[src/rtl/scfifo_stream_reader.sv]
// scfifo_stream_reader: drains a single-clock FIFO into a valid/ready
// stream through a small in-order skid buffer with registered outputs.
module scfifo_stream_reader #(
    parameter int    DWIDTH    = 8,
    parameter string SHOWAHEAD = "ON",
    parameter int    CWIDTH    = 16
) (
    input  logic              clk_i,
    input  logic              srst_i,
    input  logic              empty_i,
    input  logic [DWIDTH-1:0] q_i,
    output logic              rdreq_o,
    output logic [DWIDTH-1:0] data_o,
    output logic              valid_o,
    input  logic              ready_i,
    output logic [CWIDTH-1:0] cnt_o
);

    // Non-showahead FIFOs return q one cycle late, so one extra slot
    // absorbs the word that is still in flight when the consumer stalls.
    localparam bit OFF   = (SHOWAHEAD != "ON");
    localparam int DEPTH = OFF ? 3 : 2;

    logic [DWIDTH-1:0] mem [3];
    logic [1:0]        occ;
    logic [1:0]        occ_nxt;
    logic              inflight;
    logic              cap;
    logic              pop;
    logic [1:0]        wr_idx;
    logic [2:0]        level;

    // Read issue, capture and pop decisions; rdreq ignores ready on purpose.
    always_comb begin
        level   = {1'b0, occ} + {2'b0, inflight};
        rdreq_o = !srst_i && !empty_i && (level < 3'(DEPTH));
        cap     = OFF ? inflight : rdreq_o;
        pop     = valid_o && ready_i;
        wr_idx  = occ - {1'b0, pop};
        occ_nxt = occ + {1'b0, cap} - {1'b0, pop};
    end

    assign data_o = mem[0];

    // Buffer shift/write, occupancy, in-flight flag and transfer counter.
    always_ff @(posedge clk_i) begin
        if (srst_i) begin
            mem[0]   <= '0;
            mem[1]   <= '0;
            mem[2]   <= '0;
            occ      <= '0;
            inflight <= 1'b0;
            valid_o  <= 1'b0;
            cnt_o    <= '0;
        end else begin
            if (pop) begin
                mem[0] <= mem[1];
                mem[1] <= mem[2];
            end
            if (cap) begin
                mem[wr_idx] <= q_i;
            end
            occ      <= occ_nxt;
            valid_o  <= (occ_nxt != 2'd0);
            inflight <= OFF && rdreq_o;
            if (pop) begin
                cnt_o <= cnt_o + 1'b1;
            end
        end
    end

endmodule

[config.mk]
export PLATFORM = sky130hd
export DESIGN_NAME = scfifo_stream_reader
export DESIGN_NICKNAME = d
export VERILOG_FILES = /design/src/rtl/scfifo_stream_reader.sv
export SDC_FILE = /design/constraint.sdc
export NUM_CORES = 1
export LEC_CHECK = 0
export CAP_MARGIN = 0
export CORE_MARGIN = 2
export CORE_UTILIZATION = 30
export DETAILED_ROUTE_END_ITERATION = 8
export GPL_TIMING_DRIVEN = 1
export PLACE_DENSITY_LB_ADDON = 0.15
export SLEW_MARGIN = 20
export SYNTH_ARGS = -nofsm -noshare
export SYNTH_HDL_FRONTEND = slang
export SYNTH_SLANG_ARGS = --single-unit
[constraint.sdc]
create_clock -name clk_i -period 2.9 [get_ports clk_i]
set_input_delay 0.58 -clock clk_i [delete_from_list [all_inputs] [get_ports clk_i]]
set_output_delay 0.58 -clock clk_i [all_outputs]
set_load 0.01 [all_outputs]
==> run_results.csv, run 1 <==
group,metric,value,unit
die,die_w,82.49,µm
cts,cts_resized,0,
global_route,gr-total-overflow,0,
route,wl_met1,1602,µm
logic_synthesis,yosys_warnings,0,
route,met3WireLength,149,µm
cts,cts.sinks,43,
route,vias,1257,
power,p_per_area,646.0,mW/mm²
finish,areaGrowthSynthToFinish,32.09,%
timing,tightest_slew,0.9336,ns
logic_synthesis,ys_seq_area_share,59.58,%
cts,path_clk_slew,0.08,ns
worst_setup_path,required,2.32,ns
timing,setup_viol_count_final,0,
power,ir_drop,0.2025,mV
logic_synthesis,netlist_instances,164,
worst_setup_path,critPathLaunchType,"input pin",
finish,final_cells,287,
timing,setup_slack,0.3476,ns
worst_setup_path,timing.rr.end,"mem[0][1]",
die,start_util,31.21,%
worst_setup_path,cp_top_family,"buffers and inverters",
timing,hold_viol,0,
timing,drv_slew,0,
worst_setup_path,cp-end-kind,"output port",
route,totalWireLength,3300,µm
logic_synthesis,synth-seq-cells,43,
cts,post-cts-setup-buffers,0,
worst_hold_path,hold_path.startpoint,"cnt_o[15]",
die,num_io_pins,38,
cts,cts_hold_buf,0,
worst_setup_path,cp_slowest_cell,"clkdlybuf4s50_1",
cts,cts_max_level,2,
timing,finalCritPeriodShare,88.01,%
logic_synthesis,ys_async_sr_fraction,0,%
die,num_rows,28,
timing,period_needed,2.552,ns
finish,finalNetCount,225,
worst_setup_path,r2r_slack,1.18,ns
global_route,first_global_vias,1185,
logic_synthesis,synth_edf_count,24,
placed_design,io_buffers,37,
logic_synthesis,synth_commonest_cells,"edfxtp_1, dfxtp_1, nand2_1",
worst_hold_path,hold_path_end,"cnt_o[15]",
global_route,grt_max_degree,32,
finish,seq_area,0.001101,mm²
placed_design,hpwl,2319,µm
logic_synthesis,syn_area,0.001848,mm²
finish,drive_above_1_share,7.547,%
logic_synthesis,synth_top_area_cell,"edfxtp_1",
finish,fillers,582,
timing,maxSlewHeadroom,37.53,%
die,die-area,0.006804,mm²
worst_setup_path,slowest_delay,0.60,ns
placed_design,placedCellCount,279,
route,final_antenna_net_count,0,
route,vias_per_cell,4.380,
timing,rsz0062_at_grt,"no",
placed_design,gp_congestion,0.7205,
cts,cts_buffers,5,
worst_hold_path,hold_path_class,"reg -> reg",
timing,final.setup.tns,0,ns
worst_setup_path,r2r_cells,4,
logic_synthesis,synth_ff_type,"edfxtp_1",
timing,fmax,391.8,MHz
worst_hold_path,holdPathStages,2,
route,wl_per_cell,11.50,µm
logic_synthesis,synth_most_common_cell,"edfxtp_1",
finish,multi_input_area,706.9,µm²
cts,clock_path_buffers,2,
logic_synthesis,synth_top_area_share,39.00,%
die,design.core.area,0.005921,mm²
worst_setup_path,reg2reg_from,"valid_o",
route,drc_errors,0,
worst_setup_path,crit_path_cell_trace,"clkdlybuf4s50_1, nor3_1, clkdlybuf4s50_1",
job,maxCapViolCount,0,
logic_synthesis,ys_types,32,
worst_setup_path,crit_fanout,3,
cts,cts-root-buf,"clkbuf_8",
cts,cts_tree,"built",
global_route,grt_pass1_wl,5451,µm
timing,skew,0.001746,ns
global_route,grt_antenna_before_repair,0,
die,die_h,82.49,µm
route,dr.max_layer_used,"met4",
power,total_leakage_power,0.0008825,µW
worst_setup_path,path_buf_inv,2,
placed_design,dpl_worst_slack,0.3231,ns
worst_setup_path,path_common_cell,"clkdlybuf4s50_1",
finish,diodes,0,
cts,clk_latency,0.29,ns
worst_setup_path,critical_path_arrival,1.97,ns
route,route.met2.wl,1480,µm
route,drtPass1Iterations,4,
global_route,grt_use_total,10.71,%
worst_setup_path,critical_path_class,"in -> out",
logic_synthesis,avgSynthCellArea,11.27,µm²
logic_synthesis,synth.area.top_cells,"edfxtp_1, dfxtp_1, mux2i_1",
route,drt_iter0_drc,74,
status,outcome,"completed",
## report_power, final
| group | switching (µW) | internal (µW) | leakage (µW) |
|---|---|---|---|
| Combinational | 148 | 167 | 0.000422 |
| Sequential | 39.0 | 749 | 0.000402 |
| Clock | 212 | 261 | 0.0000587 |
## registers in the layout, summed over array words and instances, names as in the netlist
register and flops:
cnt_o 16, mem 24, occ 2, valid_o 1
## worst max path at each step
stage	start	to	slack [ns]	cells past startpoint
2_1_floorplan	srst_i	mem[0][0]	0.76	5
3_3_place_gp	srst_i	rdreq_o	0.35	3
3_5_place_dp	srst_i	mem[0][5]	0.32	5
4_1_cts	srst_i	rdreq_o	0.32	3
5_1_grt	srst_i	rdreq_o	0.24	3
6_report	srst_i	rdreq_o	0.35	3
## through the flow
step                total power, µW  utilization (%)  area (µm²)  hold slack (ns)
floorplan                     983.0                -        1874           0.4995
global placement               1125            39.26        2325           0.4860
detailed placement             1121            39.26        2325           0.4906
CTS                            1595            41.23        2441           0.5079
global route                   1668            41.23        2441           0.5580
finish                         1577            41.23        2441           0.4979
## routing by layer
metal | vias up | global-route usage (%)
met3 | 7 | 3.696
li1 | 669 | -
met5 | - | 0
met2 | 31 | 15.73
met4 | 0 | 4.667
met1 | 550 | 14.24
## cells in the final DEF, fill, tap and decap left out, types with 2 or more instances in the layout
master and count:
a21oi_1 5, a22o_1 8, and4_2 2, buf_4 3
clkbuf_8 5, clkdlybuf4s50_1 37, conb_1 8, dfxtp_1 19
edfxtp_1 24, ha_1 2, inv_1 8, mux2i_1 8
nand2_1 18, nand3_1 4, nand4_1 5, nor2_1 15
nor2b_1 2, nor3_1 3, o21ai_0 4, or3_1 6
xnor2_1 7, xor2_1 7
## worst min-delay path, stage by stage, from the launching register on
cell and delay (ns):
dfxtp_1 0.32, o21ai_0 0.07, a21oi_1 0.06
## layout make-up
cell class | count | share of cell area [%]
inverters | 8 | 1.230
well taps | 75 | 3.844
clock inverters | 3 | 1.948
repair buffers | 40 | 16.09
clock buffers | 5 | 2.819
flip-flops and latches | 43 | 45.11
multi-input cells | 113 | 28.96
## kinds of logic (layout without fill, tap and decap cells)
logic type,Yosys count,after routing,synth area share [%]
buf+inv,15,56,3.588
mux,8,8,4.333
simple gates,63,63,17.67
compound gates,18,18,6.635
fa+ha+maj,2,2,1.354
flops,43,43,59.58
xor+xnor,14,14,6.635
other cells,1,8,0.2029
Note: power is estimated with default switching activity, not from simulation.
==> run 2, diff against run 1 <==
--- a/config.mk
+++ b/config.mk
@@ -6,6 +6,7 @@
 export NUM_CORES = 1
 export LEC_CHECK = 0
 export CAP_MARGIN = 0
+export CORE_ASPECT_RATIO = 0.8
 export CORE_MARGIN = 2
 export CORE_UTILIZATION = 30
 export DETAILED_ROUTE_END_ITERATION = 8
==> run_results.csv, run 2 (same netlist as run 1, synthesis figures left out) <==
group,metric,value,unit
die,die_w,91.75,µm
finish,top_register,"mem",
worst_setup_path,critPathLaunchType,"input pin",
route,drtPass1Iterations,4,
cts,cts_tree,"built",
timing,skew,0.01187,ns
placed_design,io_buffers,37,
worst_setup_path,startpoint,"srst_i",
power,total_leakage_power,0.0008845,µW
cts,cts_hold_buf,0,
placed_design,hpwl,2621,µm
cts,clk_latency,0.30,ns
timing,setup_viol_count_final,0,
worst_hold_path,hold_path_class,"reg -> reg",
finish,seq_area,0.001101,mm²
status,outcome,"completed",
timing,rsz0062_at_grt,"no",
worst_setup_path,crit_fanout,3,
placed_design,gp_congestion,0.7215,
timing,fmax,393.0,MHz
finish,areaGrowthSynthToFinish,33.04,%
finish,finalNetCount,225,
timing,final.setup.tns,0,ns
global_route,grt_max_degree,32,
worst_setup_path,critical_path_arrival,1.96,ns
route,vias_per_cell,4.297,
route,drt_iter0_drc,61,
route,drc_errors,0,
finish,layout_common_cells,"clkdlybuf4s50_1, edfxtp_1, dfxtp_1, nand2_1, nor2_1",
worst_setup_path,required,2.32,ns
timing,tightest_slew,0.9781,ns
route,final_antenna_net_count,0,
power,p_per_area,651.7,mW/mm²
worst_setup_path,timing.rr.end,"mem[0][1]",
finish,final_util,41.37,%
die,num_rows,25,
worst_setup_path,reg2reg_from,"valid_o",
timing,hold_viol,0,
timing,drv_slew,0,
finish,drive_above_1_share,7.547,%
timing,maxSlewHeadroom,34.55,%
worst_setup_path,endpoint,"rdreq_o",
finish,largest_register_ffs,24,
route,totalWireLength,3666,µm
global_route,gr-total-overflow,0,
route,wl_per_cell,12.51,µm
finish,final_cells,293,
die,design.core.area,0.005943,mm²
global_route,first_global_vias,1183,
job,maxCapViolCount,0,
worst_setup_path,critical_path_class,"in -> out",
cts,cts.sinks,43,
cts,cts_buffers,5,
finish,top_regs,"mem x24, cnt_o x16, occ x2",
route,vias,1259,
placed_design,placedCellCount,285,
cts,post-cts-setup-buffers,0,
global_route,grt_use_total,11.24,%
timing,finalCritPeriodShare,87.74,%
cts,clock_path_buffers,2,
die,start_util,31.09,%
die,num_io_pins,38,
worst_setup_path,r2r_cells,4,
global_route,grt_pass1_wl,5906,µm
die,die_h,74.20,µm
cts,cts-root-buf,"clkbuf_8",
timing,period_needed,2.545,ns
power,ir_drop,0.2571,mV
worst_setup_path,cp-end-kind,"output port",
finish,fillers,577,
cts,path_clk_slew,0.09,ns
die,die-area,0.006808,mm²
finish,layout_commonest_cell,"clkdlybuf4s50_1",
finish,multi_input_area,706.9,µm²
worst_setup_path,r2r_slack,1.10,ns
cts,cts_max_level,2,
cts,cts_resized,0,
finish,diodes,0,
global_route,grt_antenna_before_repair,0,
-- run 2: changes by cell type in the layout (fill, tap and decap cells not counted), sizes merged --
cell and delta:
clkbuf +2, bufinv -1, clkinv -1, clkinvlp +1
inv -1
-- run 2: metrics by stage --
step                cell area (µm²)  total power (µW)  hold WS (ns)  setup slack [ns]
finish                         2459              1602        0.5023            0.3555
global route                   2459              1691        0.5382            0.2762
CTS                            2459              1623        0.5070            0.3334
detailed placement             2332              1135        0.4911            0.2717
global placement               2332              1137        0.4808            0.2852
floorplan                      1874             983.0        0.4995            0.7638
-- run 2: worst min-delay path by stage --
stage	startpoint	endpoint	cells after the start
after floorplan	cnt_o[15]	cnt_o[15]	2
after global placement	cnt_o[15]	cnt_o[15]	2
after detailed placement	cnt_o[15]	cnt_o[15]	2
after CTS	cnt_o[15]	cnt_o[15]	2
after global routing	cnt_o[12]	cnt_o[12]	2
final	cnt_o[15]	cnt_o[15]	2
-- run 2: critical path: stages --
cell             delay (ns)
clkdlybuf4s50_1        0.46
nor3_1                 0.31
clkdlybuf4s50_1        0.61
-- run 2: layout make-up --
| cell class | count | area share, % |
|---|---|---|
| clock buffer | 7 | 4.835 |
| clock inverter | 1 | 0.3053 |
| inverter | 8 | 1.221 |
| multi-input combinational | 113 | 28.75 |
| sequential | 43 | 44.78 |
| tap | 81 | 4.122 |
| timing repair buffer | 40 | 15.98 |
-- run 2: layer usage --
layer	GRT usage, %	wire length (µm)	part of all wire [%]	vias to the layer above
met1	15.52	1921	52	567
li1	-	-	-	664
met4	4.975	29	0.79	0
met2	16.34	1552	42	26
met5	0	0	0	-
met3	3.546	161	4.4	2
-- run 2: where the power goes --
| group | leakage [µW] | internal, µW | switching [µW] |
|---|---|---|---|
| clock | 0.0000607 | 274 | 212 |
| sequential | 0.000402 | 750 | 42.2 |
| combinational | 0.000422 | 166 | 158 |
